==> config.mk <==
export PLATFORM = sky130hd
export DESIGN_NAME = pwm_meas
export DESIGN_NICKNAME = d
export VERILOG_FILES = /design/src/rtl/pwm_meas.sv
export SDC_FILE = /design/constraint.sdc
export NUM_CORES = 1
export LEC_CHECK = 0
export CAP_MARGIN = 30
export CORE_ASPECT_RATIO = 1.1
export CORE_UTILIZATION = 53
export CTS_CLUSTER_DIAMETER = 40
export DETAILED_ROUTE_END_ITERATION = 6
export GPL_TIMING_DRIVEN = 0
export PLACE_DENSITY = 0.77
export SLEW_MARGIN = 0
export SYNTH_ARGS = -nofsm -noshare
export SYNTH_HDL_FRONTEND = slang
export SYNTH_SLANG_ARGS = --single-unit
==> constraint.sdc <==
create_clock -name clk -period 2.4 [get_ports clk]
set_input_delay 0.72 -clock clk [delete_from_list [all_inputs] [get_ports clk]]
set_output_delay 0.72 -clock clk [all_outputs]
set_load 0.02 [all_outputs]
==> src/rtl/pwm_meas.sv <==
// Measures period and high time of an asynchronous PWM input in clk cycles.
// Latency: meas_valid two clk edges after the synchroniser first sees the rising edge.
// No backpressure: results are one-cycle strobes; optional glitch filter via PWM_MEAS_FILTER_EN.
module pwm_meas #(
    parameter int CNT_W    = 8,
    parameter int FILT_LEN = 3
) (
    input  logic             clk,
    input  logic             rst,
    input  logic             pwm_in,
    output logic [CNT_W-1:0] period_out,
    output logic [CNT_W-1:0] duty_out,
    output logic             meas_valid,
    output logic             timeout,
    output logic             stuck_level
);

    typedef enum logic [1:0] {
        IDLE = 2'd0,
        HIGH = 2'd1,
        LOW  = 2'd2
    } state_t;

    localparam logic [CNT_W-1:0] CNT_MAX = '1;
    localparam logic [CNT_W-1:0] CNT_ONE = CNT_W'(1);

    // A filter length of zero would never let the filtered level move.
    if (FILT_LEN < 1) begin : g_filt_len_check
        $error("pwm_meas: FILT_LEN must be at least 1");
    end

    logic s1_q, s1_d;
    logic s2_q, s2_d;
    logic s3_q, s3_d;
    logic lvl;
    logic rise;
    logic fall;

    state_t           state_q, state_d;
    logic [CNT_W-1:0] cnt_q, cnt_d;
    logic [CNT_W-1:0] duty_q, duty_d;
    logic [CNT_W-1:0] period_out_q, period_out_d;
    logic [CNT_W-1:0] duty_out_q, duty_out_d;
    logic             meas_valid_q, meas_valid_d;
    logic             timeout_q, timeout_d;
    logic             stuck_level_q, stuck_level_d;

    // Two-flop synchroniser, then s3 remembers the previous level for edge detection.
    always_comb begin
        s1_d = pwm_in;
        s2_d = s1_q;
        s3_d = lvl;
    end

`ifdef PWM_MEAS_FILTER_EN
    localparam int FC_W = (FILT_LEN > 1) ? $clog2(FILT_LEN) : 1;

    logic            flt_q, flt_d;
    logic [FC_W-1:0] fcnt_q, fcnt_d;

    // Filtered level follows s2 only after FILT_LEN consecutive disagreeing samples.
    always_comb begin
        flt_d  = flt_q;
        fcnt_d = '0;
        if (s2_q != flt_q) begin
            if (fcnt_q == FC_W'(FILT_LEN - 1)) begin
                flt_d = s2_q;
            end else begin
                fcnt_d = fcnt_q + 1'b1;
            end
        end
    end

    // Filter state registers.
    always_ff @(posedge clk) begin
        if (rst) begin
            flt_q  <= 1'b0;
            fcnt_q <= '0;
        end else begin
            flt_q  <= flt_d;
            fcnt_q <= fcnt_d;
        end
    end

    assign lvl = flt_q;
`else
    assign lvl = s2_q;
`endif

    assign rise = lvl & ~s3_q;
    assign fall = ~lvl & s3_q;

    // Measurement FSM: count from each rise, latch high time on fall, publish on the next rise.
    always_comb begin
        state_d       = state_q;
        cnt_d         = cnt_q;
        duty_d        = duty_q;
        period_out_d  = period_out_q;
        duty_out_d    = duty_out_q;
        meas_valid_d  = 1'b0;
        timeout_d     = 1'b0;
        stuck_level_d = stuck_level_q;

        if (rise) begin
            cnt_d = CNT_ONE;
        end else if (state_q != IDLE) begin
            cnt_d = cnt_q + CNT_ONE;
        end

        case (state_q)
            IDLE: begin
                // First partial period is discarded; only arm on a rise.
                if (rise) begin
                    state_d = HIGH;
                end
            end
            HIGH: begin
                if (rise) begin
                    state_d = HIGH;
                end else if (cnt_q == CNT_MAX) begin
                    // A fall landing on the last count still means the period cannot fit.
                    state_d       = IDLE;
                    cnt_d         = '0;
                    timeout_d     = 1'b1;
                    stuck_level_d = s3_q;
                end else if (fall) begin
                    duty_d  = cnt_q;
                    state_d = LOW;
                end
            end
            LOW: begin
                if (rise) begin
                    period_out_d = cnt_q;
                    duty_out_d   = duty_q;
                    meas_valid_d = 1'b1;
                    state_d      = HIGH;
                end else if (cnt_q == CNT_MAX) begin
                    state_d       = IDLE;
                    cnt_d         = '0;
                    timeout_d     = 1'b1;
                    stuck_level_d = s3_q;
                end
            end
            default: begin
                state_d = IDLE;
                cnt_d   = '0;
            end
        endcase
    end

    // State and output registers; reset discards any partial measurement.
    always_ff @(posedge clk) begin
        if (rst) begin
            s1_q          <= 1'b0;
            s2_q          <= 1'b0;
            s3_q          <= 1'b0;
            state_q       <= IDLE;
            cnt_q         <= '0;
            duty_q        <= '0;
            period_out_q  <= '0;
            duty_out_q    <= '0;
            meas_valid_q  <= 1'b0;
            timeout_q     <= 1'b0;
            stuck_level_q <= 1'b0;
        end else begin
            s1_q          <= s1_d;
            s2_q          <= s2_d;
            s3_q          <= s3_d;
            state_q       <= state_d;
            cnt_q         <= cnt_d;
            duty_q        <= duty_d;
            period_out_q  <= period_out_d;
            duty_out_q    <= duty_out_d;
            meas_valid_q  <= meas_valid_d;
            timeout_q     <= timeout_d;
            stuck_level_q <= stuck_level_d;
        end
    end

    assign period_out  = period_out_q;
    assign duty_out    = duty_out_q;
    assign meas_valid  = meas_valid_q;
    assign timeout     = timeout_q;
    assign stuck_level = stuck_level_q;

endmodule
==> results_dict.tcl <==
set metrics [dict create \
    status "finished, final reports clean" \
    cts_inserted_buffers 5 \
    synth_seq_area_share 0.482 \
    io_buffer_count 21 \
    grt_max_degree 13 \
    vdd_drop_max_mv 0.612 \
    wl_per_cell_um 13.5 \
    route.detailed.drc 0 \
    avgSynthCellArea_um2 8.69 \
    fmax_mhz 435 \
    fin_area_mm2 0.00199 \
    diodes 0 \
    stdcell_count 253 \
    antenna_found_initial 0 \
    finalWirelength_mm 3.43 \
    clk_pin_slew_worst_paths_ps 120 \
    drive_above_1_share 0.0682 \
    num_io_pins 22 \
    dp_hpwl_mm 2.46 \
    final_cell_mix "dfxtp_1 (40), nand2_1 (37), a21oi_1 (23)" \
    total_power_mw 1.34 \
    cts_tree "done" \
    syn_inst 191 \
    ant_nets 0 \
    fin_nets 227 \
    relSlewSlack 0.688 \
    end_kind "flip-flop" \
    r2r_cells 7 \
    dr.pass1.iters 4 \
    cts.sink_count 40 \
    fin_skew_ps 10.7 \
    use_met1 0.259 \
    synth_fp_nets 199 \
    die_height_um 60.7 \
    power_density_mw_per_mm2 672 \
    first_global_vias 1315 \
    gp_congestion 0.933 \
    yosys_most_used_dff "dfxtp_1" \
    leakage_nw 0.755 \
    path_class "reg2reg" \
    htree_levels 2 \
    hold_violations 0 \
    maxSlewViolCount 0 \
    cts_buffer_depth 2 \
    grt_pass1_wl_mm 5.63 \
    drt_iter0_drc 59 \
    setup_viol 0 \
    worstHoldPathType "reg2reg" \
    whs_path_depth 2 \
    ctsResizeCount 0 \
    coreArea_mm2 0.00288 \
    start_kind "flip-flop" \
    fin_ws_ps 101 \
    root_buffer "clkbuf_4" \
    cts_setup_buffers 0 \
    cp.arrival_ps 2560 \
    area_growth_pct 19.7 \
    whs_ps 461 \
    clock_latency_ps 340 \
    placed_area_mm2 0.00191 \
    gr-usage-met3 0.0576 \
    cp_max_fo 9 \
    gr-usage-all-layers 0.217 \
    final_util 0.691 \
    fp.dieArea_mm2 0.00336 \
    cp_cell_sequence "ha_1 > and3_1 > clkbuf_2 > a211o_1 > buf_6 > or4_1 > a22oi_1" \
    grt.busiest_layer "met2" \
    synth.distinct_cells 36 \
    ctsHoldBuffers 0 \
    maxCapViolCount 0 \
    cpPeakStageDelay_ps 530 \
    worst_pin_slew_ps 468 \
    slowest_stage "or4_1" \
    synth_edf_count 0 \
    synth-seq-cells 40 \
    synth_warnings 0 \
    start_util 0.577 \
    setup_tns_ps 0 \
    min_period_ps 2300 \
    vias 1440 \
    overflow 0 \
    layout.cells.most_common "dfxtp_1" \
    async_reset_ff_frac 0 \
    rows 20 \
    post-place-ws_ps 151 \
    rsz0062_at_grt "no" \
    grt_use_met2 0.375 \
    die_w_um 55.4 \
    syn_area_mm2 0.00166 \
    fin_crit_sh 0.958 \
    required_ps 2670 \
    dp_cells 245 \
    vias_per_cell 5.69 \
]
-- power by group --
part / leakage (nW) / switching [mW] / internal (mW)
Sequential: 0.323 / 0.0221 / 0.680
Clock: 0.0422 / 0.213 / 0.219
Combinational: 0.389 / 0.131 / 0.0728
-- worst max-delay path, delay by kind of cell, from the launching register on --
kind	cells	cell delay [ps]
flip-flops	1	400
AND/OR/NAND/NOR	2	720
adder cells (fa/ha/maj)	1	280
buffers and inverters	2	310
AO/OA/AOI/OAI	2	510
-- area by class of cell --
type	count	area, um2
Clock buffer	6	41.3
Sequential cell	40	801
Tap cell	33	41.3
Multi-Input combinational cell	134	772
Timing Repair Buffer	21	210
Clock inverter	2	35.0
Buffer	13	72.6
Fill cell	234	890
Inverter	4	15.0
-- cells in the mapped netlist (all sizes together), types with 2 or more instances --
cell type / instances / share of area
o21ai: 7 / 0.021
clkbuf: 10 / 0.023
ha: 5 / 0.038
buf: 3 / 0.020
mux2i: 8 / 0.048
or4: 2 / 0.0090
nor3: 2 / 0.0060
nand3b: 2 / 0.0090
inv: 4 / 0.0090
a31oi: 3 / 0.011
and3: 2 / 0.0083
nand2: 37 / 0.084
or3: 3 / 0.011
a211o: 2 / 0.011
nor2: 12 / 0.027
a21oi: 23 / 0.069
nand4: 2 / 0.0075
nor2b: 4 / 0.015
a211oi: 3 / 0.014
nand2b: 2 / 0.0075
nand3: 4 / 0.012
dfxtp: 40 / 0.48
-- flip-flops by register name (all words and copies together) (netlist names) --
name,cells
cnt_q,8
s3_q,1
period_out,8
timeout,1
duty_q,8
lvl,1
stuck_level,1
state_q,2
s1_q,1
duty_out,8
meas_valid,1
-- logic make-up (layout without fill, tap and decap cells) --
logic type      after synthesis  after routing  synth area share
flops                        40             40             0.482
mux                           8              8            0.0482
xor+xnor                      1              1           0.00528
buf+inv                      17             46            0.0527
simple gates                 79             79             0.234
compound gates               41             41             0.140
fa+ha+maj                     5              5            0.0377
-- routing by layer --
layer | share of wire | wire length [um]
met2 | 0.47 | 1620
met1 | 0.46 | 1580
met3 | 0.048 | 164
met5 | 0 | 0
met4 | 0.019 | 64
-- worst paths after layout --
| check | startpoint | endpoint | slack (ps) |
|---|---|---|---|
| worst max-delay path | cnt_q[0] | state_q[1] | 100 |
| worst max register to register | cnt_q[0] | state_q[1] | 100 |
| worst min register to register | duty_out[5] | duty_out[5] | 460 |
| worst min-delay path | duty_out[5] | duty_out[5] | 460 |
Power figures use the tool's default switching activity.
